### src/rtl/serial_sub_pkg.sv
// Shared types and sizing helpers for the bit-serial subtractor.
package serial_sub_pkg;

  typedef enum logic [1:0] {
    IDLE  = 2'd0,
    SHIFT = 2'd1,
    DONE  = 2'd2
  } sub_state_t;

  // Counter must be able to represent WIDTH itself, hence WIDTH+1.
  function automatic int cnt_width(input int width);
    return $clog2(width + 1);
  endfunction

endpackage

### src/rtl/full_subtractor.sv
// One-bit full-subtractor cell: d = a - b - bin, bout = borrow out.
module full_subtractor (
  input  logic a,
  input  logic b,
  input  logic bin,
  output logic d,
  output logic bout
);

  assign d    = a ^ b ^ bin;
  assign bout = (~a & b) | (~(a ^ b) & bin);

endmodule

### src/rtl/serial_subtractor.sv
// Bit-serial a - b, LSB first, one full-subtractor cell and a registered borrow.
// Define SERIAL_SUB_OVF_EN to add the signed-overflow output ovf.
//
// state | meaning
// IDLE  | waiting for start; diff/borrow hold the last result
// SHIFT | one operand bit per cycle through the cell, busy=1
// DONE  | result copied to diff/borrow, done pulses for one cycle
module serial_subtractor
  import serial_sub_pkg::*;
#(
  parameter int WIDTH = 8
) (
  input  logic             clk,
  input  logic             rst,
  input  logic             start,
  input  logic [WIDTH-1:0] a,
  input  logic [WIDTH-1:0] b,
  output logic             busy,
  output logic             done,
  output logic [WIDTH-1:0] diff,
  output logic             borrow
`ifdef SERIAL_SUB_OVF_EN
  ,
  output logic             ovf
`endif
);

  localparam int CW = cnt_width(WIDTH);

  sub_state_t       state;
  logic [WIDTH-1:0] opa;
  logic [WIDTH-1:0] opb;
  logic [WIDTH-1:0] res;
  logic [WIDTH-1:0] res_next;
  logic [CW-1:0]    cnt;
  logic             bin;
  logic             d;
  logic             bout;
`ifdef SERIAL_SUB_OVF_EN
  logic             msb_a;
  logic             msb_b;
`endif

  full_subtractor u_cell (
    .a    (opa[0]),
    .b    (opb[0]),
    .bin  (bin),
    .d    (d),
    .bout (bout)
  );

  // Result enters from the MSB side so that after WIDTH shifts bit 0 sits at bit 0.
  generate
    if (WIDTH == 1) begin : g_res_w1
      assign res_next = d;
    end else begin : g_res_wn
      assign res_next = {d, res[WIDTH-1:1]};
    end
  endgenerate

  always_ff @(posedge clk) begin
    if (rst) begin
      state  <= IDLE;
      busy   <= 1'b0;
      done   <= 1'b0;
      diff   <= '0;
      borrow <= 1'b0;
      opa    <= '0;
      opb    <= '0;
      res    <= '0;
      bin    <= 1'b0;
      cnt    <= '0;
`ifdef SERIAL_SUB_OVF_EN
      ovf    <= 1'b0;
      msb_a  <= 1'b0;
      msb_b  <= 1'b0;
`endif
    end else begin
      case (state)
        IDLE: begin
          done <= 1'b0;
          if (start) begin
            opa   <= a;
            opb   <= b;
            res   <= '0;
            bin   <= 1'b0;
            cnt   <= '0;
            busy  <= 1'b1;
            state <= SHIFT;
`ifdef SERIAL_SUB_OVF_EN
            msb_a <= a[WIDTH-1];
            msb_b <= b[WIDTH-1];
`endif
          end
        end
        SHIFT: begin
          res <= res_next;
          opa <= opa >> 1;
          opb <= opb >> 1;
          bin <= bout;
          cnt <= cnt + CW'(1);
          if (cnt == CW'(WIDTH - 1)) begin
            state  <= DONE;
            busy   <= 1'b0;
            done   <= 1'b1;
            diff   <= res_next;
            borrow <= bout;
`ifdef SERIAL_SUB_OVF_EN
            // d is the result MSB on the final bit cycle.
            ovf    <= (msb_a ^ msb_b) & (d ^ msb_a);
`endif
          end
        end
        DONE: begin
          done  <= 1'b0;
          state <= IDLE;
        end
        default: begin
          state <= IDLE;
          busy  <= 1'b0;
          done  <= 1'b0;
        end
      endcase
    end
  end

endmodule

### config.mk
export PLATFORM = sky130hd
export DESIGN_NAME = serial_subtractor
export DESIGN_NICKNAME = d
export VERILOG_FILES = /design/src/rtl/serial_sub_pkg.sv /design/src/rtl/full_subtractor.sv /design/src/rtl/serial_subtractor.sv
export SDC_FILE = /design/constraint.sdc
export NUM_CORES = 1
export LEC_CHECK = 0
export ABC_AREA = 1
export BUFFER_PORTS_ARGS = -buffer_cell sky130_fd_sc_hd__buf_4
export CORE_ASPECT_RATIO = 1.2
export CORE_UTILIZATION = 45
export DETAILED_ROUTE_END_ITERATION = 7
export PLACE_DENSITY = 0.66
export SLEW_MARGIN = 0
export SYNTH_ARGS = -nofsm -noshare
export SYNTH_HDL_FRONTEND = slang
export SYNTH_SLANG_ARGS = --single-unit
### constraint.sdc
create_clock -name clk -period 1.3 [get_ports clk]
set_input_delay 0.26 -clock clk [delete_from_list [all_inputs] [get_ports clk]]
set_output_delay 0.26 -clock clk [all_outputs]
set_load 0.01 [all_outputs]
== Word-level counts from Yosys, hierarchy flattened ==
Cells that the tools add are included.
Word-level totals
  register bits after elaboration: 42
  output and inout port bits: 11
  input bits: 19
  logic and storage cells: 48
Operators by class
  bitwise operators: 9
  eq/ne operators: 5
  mux-type cells: 16
  reductions and logical operators: 7
  add/subtract/negate cells: 1
Operators with widths (count)
  8-bit one-hot mux with 2 select lines: 3
  8-bit two-way mux: 3
  4-bit one-hot mux with 2 select lines: 1
  2-bit AND reduction: 3
  4-bit by 1-bit adder with 4-bit output (second input constant): 1
  4-bit by 3-bit equality test with 1-bit output (second input constant): 1
  2-bit two-way mux: 2
  4-bit two-way mux: 1
  2-bit != test (second input constant): 2
  1-bit inverter: 4
  2-bit one-hot mux with 2 select lines: 1
  1-bit two-way mux: 3
  1-bit one-hot mux with 3 select lines: 1
  3-bit AND reduction: 1
  1-bit AND: 2
  2-bit by 1-bit equality test with 1-bit output (second input constant): 1
  2-bit equality test (second input constant): 1
  2-bit logical NOT: 1
  1-bit one-hot mux with 2 select lines: 1
  2-bit nonzero test: 1
  2-bit OR reduction: 1
  1-bit bitwise XOR: 2
  1-bit bitwise OR: 1

== Depth between registers and ports, before layout ==
Gate-level depths: netlist of the first run.
  depth after elaboration: 5
  depth in mapped cells: 8
  depth with buffers taken out: 7

== Modules after synthesis ==
From an unflattened synthesis of the first run, not the netlist that was laid out.
Unflattened totals
  cells, all modules: 259
  area, all modules: 1826.8 um2
By module, submodules not included
  serial_subtractor: cells an instance 255, instances 1, area each 1795.5 um2, seq. area each 820.8 um2
  full_subtractor: cells an instance 4, instances 1, area each 31.3 um2, seq. area each 0.0 um2

== Worst setup path before layout of the first run ==
No wires, ideal clock.
  path type: flip-flop to flip-flop
  start: register cnt[0]
  end: register diff[7]
  stages on the path, launching flop included: 8
  arrival time: 1.079 ns
  required time: 1.187 ns
  path buffers: 1
  slack: 0.109 ns
  clock period less this slack: 1.191 ns
  library setup time: 0.113 ns
  cell sequence: dfxtp_1 > ha_1 > nand2_1 > nor2_4 > nand2_2 > buf_6 > nor2_1 > nor2_1
Between the ends
  word-level cells in the longest chain between the ends: 2
Ends and longest elaborated chain
  start, declared: RTL line serial_subtractor.sv:35  | logic [CW-1:0] cnt;
  start signal, assigned: RTL line serial_subtractor.sv:101  | cnt <= cnt + CW'(1);
  4-bit by 3-bit equality test with 1-bit output: RTL line serial_subtractor.sv:102  | if (cnt == CW'(WIDTH - 1)) begin
  2-bit AND reduction (no source line)
  end signal, assigned: RTL line serial_subtractor.sv:106  | diff <= res_next;
  end, declared: RTL line serial_subtractor.sv:20  | output logic [WIDTH-1:0] diff,
Every way passes these cells.
A chain may end at the register's enable or synchronous reset.

== Final worst setup path of the first run ==
  start: register state[0]
  end: register diff[2]
Between the ends
  word-level cells in the longest chain between the ends: 2
Ends and longest elaborated chain
  start, declared: RTL line serial_subtractor.sv:30  | sub_state_t state;
  start signal, assigned: RTL line serial_subtractor.sv:63  | state <= IDLE;
  start signal, assigned: RTL line serial_subtractor.sv:89  | state <= SHIFT;
  start signal, assigned: RTL line serial_subtractor.sv:103  | state <= DONE;
  2-bit by 1-bit equality test with 1-bit output: RTL line serial_subtractor.sv:79  | case (state)
  2-bit AND reduction (no source line)
Every way passes these cells.

==> results of run 1 <==
cell usage after synthesis (all sizes together):
library cell / n / share of area (%)
nand2: 76 / 17
nor2: 47 / 11
dfxtp: 41 / 46
nand3: 32 / 8.9
inv: 25 / 5.2
buf: 7 / 3.4
o22ai: 7 / 2.4
a21oi: 6 / 1.7
clkbuf: 5 / 1.1
o21ai: 5 / 1.4
nand3b: 2 / 0.84
fa: 1 / 1.1
ha: 1 / 0.70
metrics by stage:
stage	TNS, ps	hold slack [ps]	utilization, %	cells	cell area [µm²]
final	0	232.2	61.06	348	2273
after global routing	-11.40	246.6	61.06	348	2273
after CTS	0	221.7	59.88	346	2230
after detailed placement	0	446.7	56.75	338	2113
after global placement	0	436.6	56.75	338	2113
after floorplan	0	402.8	-	255	1794
power by group through the flow:
stage / logic (mW) / registers (mW) / clock network (mW)
after global placement: 0.300 / 1.35 / 0
after CTS: 0.305 / 1.32 / 1.07
after global routing: 0.360 / 1.33 / 1.13
after detailed placement: 0.305 / 1.35 / 0
after floorplan: 0.189 / 1.35 / 0
final: 0.320 / 1.32 / 1.05
layout make-up:
class	count	area share [%]
inverters	25	4.128
well taps	52	2.862
repair buffers	45	15.96
clock inverters	1	1.321
multi-input cells	177	35.66
flip-flops and latches	41	36.27
clock buffers	7	3.797
state kept, by name, summed over array words and instances (netlist names):
signal  flops
opa         8
bin         1
done        1
diff        8
opb         8
cnt         4
res         7
state       2
borrow      1
busy        1
path summary, 6_finish.rpt:
check	from	endpoint	slack [ps]	cells past startpoint
max	state[0]$_SDFFE_PP0P_	diff[2]$_SDFFE_PP0P_	110	7
min	b[7]	opb[7]$_SDFFE_PP0P_	230	3
max reg2reg	state[0]$_SDFFE_PP0P_	diff[2]$_SDFFE_PP0P_	110	7
min reg2reg	opb[4]$_SDFFE_PP0P_	opb[3]$_SDFFE_PP0P_	440	2
logic make-up after synthesis:
group                      count (synthesis)  share of synthesized area (%)
and+or+nand+nor                          157                          37.17
DFF                                       41                          45.75
buffers and inverters                     37                          9.762
AOI/OAI and AO/OA                         18                          5.509
adders and majority gates                  2                          1.813
tightest hold or removal path: cells and delay by family:
family	cells	cell delay, ps
compound gates	1	50
buf+inv	1	110
simple gates	1	50
repair_timing:
| item | 4_1_cts | 5_1_grt |
|---|---|---|
| pin swaps | 0 | 1 |
| buffers inserted | 0 | 2 |
| resized for setup | 1 | 6 |
| endpoints found under the setup margin | 3 | 11 |
routing by layer:
metal  part of all wire [%]  vias to the layer above
li1                       -                      875
met4                    1.2                        0
met2                     49                       44
met1                     45                      716
met5                      0                        -
met3                    4.5                        6
==> impl_metrics.toml, run 1 <==
[cts]
cts.reportedPaths.clkPinSlew_ps = 70
clk_latency_ps = 290
cts_max_path_buffers = 2
ctsHoldBuffers = 0
cts_root_buf = "clkbuf_8"
clkSinkCount = 41
cts-htree-levels = 2
cts_made_buffers = 5
cts_tree = "done"

[detailed_routing]
viasPerCell = 4.716
wirelength_um = 3709
first_pass_iters = 4
drc = 0
dr.first_iter.drc_count = 74
vias = 1641
detail-route-antenna-nets = 0
routedWlPerCell_um = 10.66

[placement]
io_buffers = 29
place_ws_ps = 9.372
place.gp.congestion = 0.8188
dp_hpwl_um = 2632

[power]
share_comb_of_total_power_pct = 11.9
power_leakage_nw = 1.094
pwr-share-seq_pct = 49.2
p_int_mw = 2.075
switching_share_pct = 22.94
p_total_mw = 2.693
clkPwrFrac_pct = 38.9
power_density_nw_per_um2 = 1184
p_sw_mw = 0.6177
ir_worst_vdd_mv = 0.6060

[global_routing]
grt_pass1_wl_um = 6361
overflow = 0
grt_util_met3_pct = 6.033
first_global_vias = 1444
grt_start_max_net_pins = 31
use_met1_pct = 25.03
grt.total_usage_pct = 19.87
grt_busiest_layer = "met2"
grt_antenna_before_repair = 0
met2_usage_pct = 31.48

[cells_and_area]
final_cell_mix = "nand2_1 (73), nor2_1 (44), buf_4 (43)"
n_fill_cell = 386
multi_input_area_um2 = 810.8
ff_latch_area_um2 = 824.5
drive_gt1_share_pct = 21.28
area_growth_pct = 26.71
fin_nets = 316
num_antenna_cells = 0
layout_commonest_cell = "nand2_1"

[sta]
min_period_ps = 1189
max_clock_freq_ghz = 0.8408
maxSlewViolCount = 0
setup_ws_ps = 110.7
fin_crit_sh_pct = 91.48
worst_pin_slew_ps = 199.6
setup_viol = 0
fin_skew_ps = 9.061
maxSlewHeadroom_pct = 86.64
finalHoldViolCount = 0

[critical_path]
crit_chain = "inv_1 -> nor2_4 -> buf_12 -> nand2_4 -> inv_2 -> nor2_1 -> nor2_1"
cp_slowest_cell = "dfxtp_1"
max_stage_delay_ps = 400
crit_fanout = 12
end_kind = "flip-flop"
critPathTopFamily = "flip-flops"
critPathMostFrequentCell = "nor2_1"
cp.buffers_inverters = 3
criticalPathCategory = "flip-flop to flip-flop"
required_ps = 1530
worstSetupStartpointType = "flip-flop"
arrival_ps = 1420

[floorplanning]
rows = 24
die-area_um2 = 4245
die_w_um = 59.64
initial_core_util_pct = 48.19
core_region_area_um2 = 3724
io_pins = 30
die-height_um = 71.17

[job]
maxCapViolCount = 0

[yosys]
avgSynthCellArea_um2 = 7.036
yosysSeqAreaShare_pct = 45.75
yosys_warnings = 0
yosysUniqueCellTypes = 21
syn_area_um2 = 1794
syn_nets = 276
ys_ff_latch = 41
synth_cells = 255

[run_status]
status = "finished, final reports clean"

[min_path]
hold_path_class = "input port to flip-flop"
(Power assumes the default switching activity.)
==> run 2: changes to the inputs <==
SYNTH_HIERARCHICAL = 1   (was unset)
==> impl_metrics.toml, run 2 <==
[yosys]
synthTopCellsByArea = "dfxtp_1 (45%), nand2_1 (14%), nor2_1 (9.9%)"
synth_cells = 259
syn_area_um2 = 1827
yosysUniqueCellTypes = 23
dominantRegCellSynth = "dfxtp_1"
yosysSeqAreaShare_pct = 44.93
yosysTopAreaCell = "dfxtp_1"
synth-edff-count = 0
syn_nets = 280
synthTopCellsByCount = "nand2_1 (70), nor2_1 (48), dfxtp_1 (41), nand3_1 (30), inv_1 (29)"
async_reset_ff_share_pct = 0
yosysMostFrequentCell = "nand2_1"
yosys_warnings = 6
ys_ff_latch = 41
netlist.area_leader.share_pct = 44.93
avgSynthCellArea_um2 = 7.053

[job]
maxCapViolCount = 0

[critical_path]
regToRegSetupSlack_ps = 70
worstSetupStartpointType = "flip-flop"
criticalPathCategory = "flip-flop to flip-flop"
end_kind = "flip-flop"
arrival_ps = 1430
critPathLaunch = "cnt[0]$_SDFFE_PP0P_"
required_ps = 1500
r2r-start = "cnt[0]$_SDFFE_PP0P_"
crit_fanout = 4

[cts]
ctsHoldBuffers = 0
cts.reportedPaths.clkPinSlew_ps = 90
cts_tree = "done"
cts-htree-levels = 2
cts_root_buf = "clkbuf_8"
cts_max_path_buffers = 2
clk_latency_ps = 300
cts_made_buffers = 5
clkSinkCount = 41

[sta]
setup_viol = 0
max_clock_freq_ghz = 0.8151
min_period_ps = 1227
setup_ws_ps = 73.15
fin_crit_sh_pct = 94.37
finalHoldViolCount = 0
worst_pin_slew_ps = 279.6
maxSlewViolCount = 0
rsz0062_at_grt = "yes"
setup_tns_ps = 0
fin_skew_ps = 6.518
maxSlewHeadroom_pct = 81.32

[floorplanning]
io_pins = 30
die-area_um2 = 4319
die-height_um = 71.80
initial_core_util_pct = 46.72
die_w_um = 60.16
rows = 25
core_region_area_um2 = 3910

[detailed_routing]
detail-route-antenna-nets = 0
routedWlPerCell_um = 10.53
wirelength_um = 3665
viasPerCell = 4.690
first_pass_iters = 4
vias = 1632
dr.first_iter.drc_count = 55
drc = 0

[cells_and_area]
drive_gt1_share_pct = 20.07
area_growth_pct = 23.22
fin_nets = 314
num_antenna_cells = 0
final_cell_mix = "nand2_1 (69), nor2_1 (48), dfxtp_1 (39)"
n_fill_cell = 384
ff_latch_area_um2 = 823.3
multi_input_area_um2 = 814.5
layout_commonest_cell = "nand2_1"
reg_top3 = "diff (8), opa (8), opb (8)"

[placement]
place_ws_ps = 69.04
dp_hpwl_um = 2545
io_buffers = 29
place.gp.congestion = 0.7887

[global_routing]
first_global_vias = 1423
grt_pass1_wl_um = 6251
grt_antenna_before_repair = 0
overflow = 0
grt.total_usage_pct = 19.18
grt_start_max_net_pins = 31

[power]
power_density_nw_per_um2 = 1186
p_total_mw = 2.669
power_leakage_nw = 1.088
ir_worst_vdd_mv = 0.6176

[min_path]
hold_path_class = "input port to flip-flop"
hp-start = "a[7]"

[run_status]
status = "finished, final reports clean"
-- run 2: cell types whose count changed in the layout (fill, tap and decap cells not counted), moves of 2 or more --
cell and change:
a21oi_1 -2, o21ai_0 +2, nor2_1 +4, nand2_2 +3, nand2_1 -4, buf_4 -6, nand3_1 -2, inv_1 +5
-- run 2: final timing paths --
check / to / depth (start not counted)
hold / removal: opa[7]$_SDFFE_PP0P_ / 3
hold reg to reg: cnt[0]$_SDFFE_PP0P_ / 1
setup reg to reg: borrow$_SDFFE_PP0P_ / 7
setup / recovery: borrow$_SDFFE_PP0P_ / 7
-- run 2: cell families (layout without fill, tap and decap cells) --
kind of cell / count (synthesis) / count (layout) / synth area share (%)
AOI/OAI and AO/OA: 17 / 17 / 5.205
adders and majority gates: 2 / 2 / 1.781
buffers and inverters: 42 / 77 / 11.10
DFF: 41 / 41 / 44.93
and+or+nand+nor: 157 / 157 / 36.99
-- run 2: through the flow --
stage / instances / utilization (%) / instance area [µm²] / hold WS, ps
after floorplan: 259 / - / 1827 / 402.9
after global placement: 339 / 54.08 / 2115 / 446.2
after detailed placement: 339 / 54.08 / 2115 / 454.8
after CTS: 347 / 57.02 / 2230 / 211.3
after global routing: 348 / 57.57 / 2251 / 208.4
final: 348 / 57.57 / 2251 / 217.5
-- run 2: layout make-up --
cell class	instances	area share (%)
Clock inverter	3	2.057
Timing Repair Buffer	39	14.12
Tap cell	54	3.002
Clock buffer	5	3.057
Multi-Input combinational cell	176	36.19
Sequential cell	41	36.58
Inverter	30	5.003
-- run 2: timing repair --
item	4_1_cts	5_1_grt
setup endpoints to repair	0	10
buffers inserted	0	1
resized for setup	0	4
endpoints found under the hold margin	0	0
-- run 2: where the power goes --
group          total [mW]  switching, mW  leakage [nW]  internal, mW
clock network        1.04          0.466        0.0543         0.575
registers            1.33         0.0268         0.334          1.30
logic               0.302          0.170         0.699         0.132
-- run 2: critical path, stage by stage, from the launching register on --
cell and delay, ps:
dfxtp_2 360, ha_1 180, nand2_2 80, nor2_4 200, buf_4 150, nand3_1 50, nand2_1 70, nor2_1 40
-- run 2: routing by layer --
layer  GRT usage (%)  part of all wire (%)  up-vias  routed length (µm)
li1                -                     -      864                   -
met3           4.874                   3.4        6                 123
met5               0                     0        -                   0
met1           23.84                    46      729                1669
met4           7.752                   1.7        0                  63
met2           31.01                    49       33                1808
==> run 3: changes to the inputs <==
MAX_ROUTING_LAYER = met4   (was unset)
==> impl_metrics.toml, run 3 (same netlist as run 2, synthesis figures left out) <==
[run_status]
status = "finished, final reports clean"

[global_routing]
overflow = 0
grt.total_usage_pct = 19.74
grt_start_max_net_pins = 31
grt_util_met3_pct = 4.874
grt_pass1_wl_um = 6251
first_global_vias = 1423
grt_busiest_layer = "met2"
use_met1_pct = 23.84
grt_antenna_before_repair = 0
met2_usage_pct = 31.01

[detailed_routing]
first_pass_iters = 4
detail-route-antenna-nets = 0
dr.first_iter.drc_count = 54
drc = 0
wirelength_um = 3665
routedWlPerCell_um = 10.53
vias = 1632
viasPerCell = 4.690

[cells_and_area]
drive_gt1_share_pct = 20.07
final_cell_mix = "nand2_1 (69), nor2_1 (48), dfxtp_1 (39)"
fin_nets = 314
fin_cells = 348
area_growth_pct = 23.22
num_antenna_cells = 0
postLayoutCellArea_um2 = 2251
layout_commonest_cell = "nand2_1"
reg_top3 = "diff (8), opa (8), opb (8)"

[floorplanning]
die-area_um2 = 4319
die-height_um = 71.80
rows = 25
initial_core_util_pct = 46.72
core_region_area_um2 = 3910
io_pins = 30
die_w_um = 60.16

[placement]
placed_cell_area_um2 = 2115
dp_hpwl_um = 2545
placed_cells = 339
io_buffers = 29
place.gp.congestion = 0.7998
place_ws_ps = 69.04

[min_path]
hp-start = "a[7]"
hold_depth = 3
hold_path_class = "input port to flip-flop"
min_to = "opa[7]$_SDFFE_PP0P_"

[sta]
finalHoldViolCount = 0
maxSlewViolCount = 0
fin_skew_ps = 6.518
worst_hold_slack_ps = 217.6
rsz0062_at_grt = "yes"
max_clock_freq_ghz = 0.8151
min_period_ps = 1227
worst_pin_slew_ps = 279.6
maxSlewHeadroom_pct = 81.32
fin_crit_sh_pct = 94.37
setup_ws_ps = 73.15
setup_viol = 0

[critical_path]
crit_fanout = 4
worstSetupStartpointType = "flip-flop"
cp_slowest_cell = "dfxtp_2"
crit_chain = "ha_1 -> nand2_2 -> nor2_4 -> buf_4 -> nand3_1 -> nand2_1 -> nor2_1"
r2r_cells = 7
required_ps = 1500
r2r-start = "cnt[0]$_SDFFE_PP0P_"
end_kind = "flip-flop"
arrival_ps = 1430
regToRegSetupSlack_ps = 70
timing.rr.end = "borrow$_SDFFE_PP0P_"
criticalPathCategory = "flip-flop to flip-flop"
max_stage_delay_ps = 360

[power]
ir_worst_vdd_mv = 0.6176
p_total_mw = 2.669
power_density_nw_per_um2 = 1186
power_leakage_nw = 1.088

[cts]
cts_root_buf = "clkbuf_8"
cts_max_path_buffers = 2
clkSinkCount = 41
cts_made_buffers = 5
cts-htree-levels = 2
cts.reportedPaths.clkPinSlew_ps = 90
clk_latency_ps = 300
cts_tree = "done"

[job]
maxCapViolCount = 0
==> run 3: cell counts in the layout (fill, tap and decap cells not counted) <==
No cell type changed its count.
==> run 3: metrics by stage <==
step | TNS, ps | util [%]
floorplan | 0 | -
global placement | 0 | 54.08
detailed placement | 0 | 54.08
CTS | 0 | 57.02
global route | -10.78 | 57.57
finish | 0 | 57.57
==> run 3: layout make-up <==
class / instances / area (µm²)
clock inverters: 3 / 46.29
inverters: 30 / 112.6
well taps: 54 / 67.56
flip-flops and latches: 41 / 823.3
fillers: 384 / 1659
multi-input cells: 176 / 814.5
repair buffers: 39 / 317.8
clock buffers: 5 / 68.82
==> run 3: timing repair <==
action	CTS	global route
endpoints found under the setup margin	0	10
gates resized for setup	0	4
hold buffers	0	0
setup buffers	0	1
==> run 3: worst max-delay path, delay by kind of cell (launching register included) <==
family | cells | cell delay (ps)
DFF | 1 | 360
adders and majority gates | 1 | 180
buffers and inverters | 1 | 150
and+or+nand+nor | 5 | 440
==> run 3: routing by layer <==
metal | up-vias | wire, µm
met4 | 0 | 63
met5 | - | 0
met1 | 729 | 1669
met3 | 6 | 124
li1 | 864 | -
met2 | 33 | 1808
==> run 3: worst max-delay path by stage <==
| stage | start | endpoint | slack, ps | depth (start not counted) |
|---|---|---|---|---|
| floorplan | cnt[0]$_SDFFE_PP0P_ | diff[7]$_SDFFE_PP0P_ | 110 | 7 |
| global placement | cnt[0]$_SDFFE_PP0P_ | diff[0]$_SDFFE_PP0P_ | 120 | 7 |
| detailed placement | cnt[0]$_SDFFE_PP0P_ | diff[0]$_SDFFE_PP0P_ | 70 | 7 |
| CTS | cnt[0]$_SDFFE_PP0P_ | diff[0]$_SDFFE_PP0P_ | 30 | 7 |
| global route | state[0]$_SDFFE_PP0P_ | opb[5]$_SDFFE_PP0P_ | -8 | 6 |
| finish | cnt[0]$_SDFFE_PP0P_ | borrow$_SDFFE_PP0P_ | 70 | 7 |
==> run 3: power by group <==
part	switching (mW)	internal, mW	leakage, nW	total, mW
Combinational	0.170	0.132	0.699	0.302
Sequential	0.0268	1.30	0.334	1.33
Clock	0.466	0.575	0.0543	1.04
Total	0.662	2.01	1.09	2.67
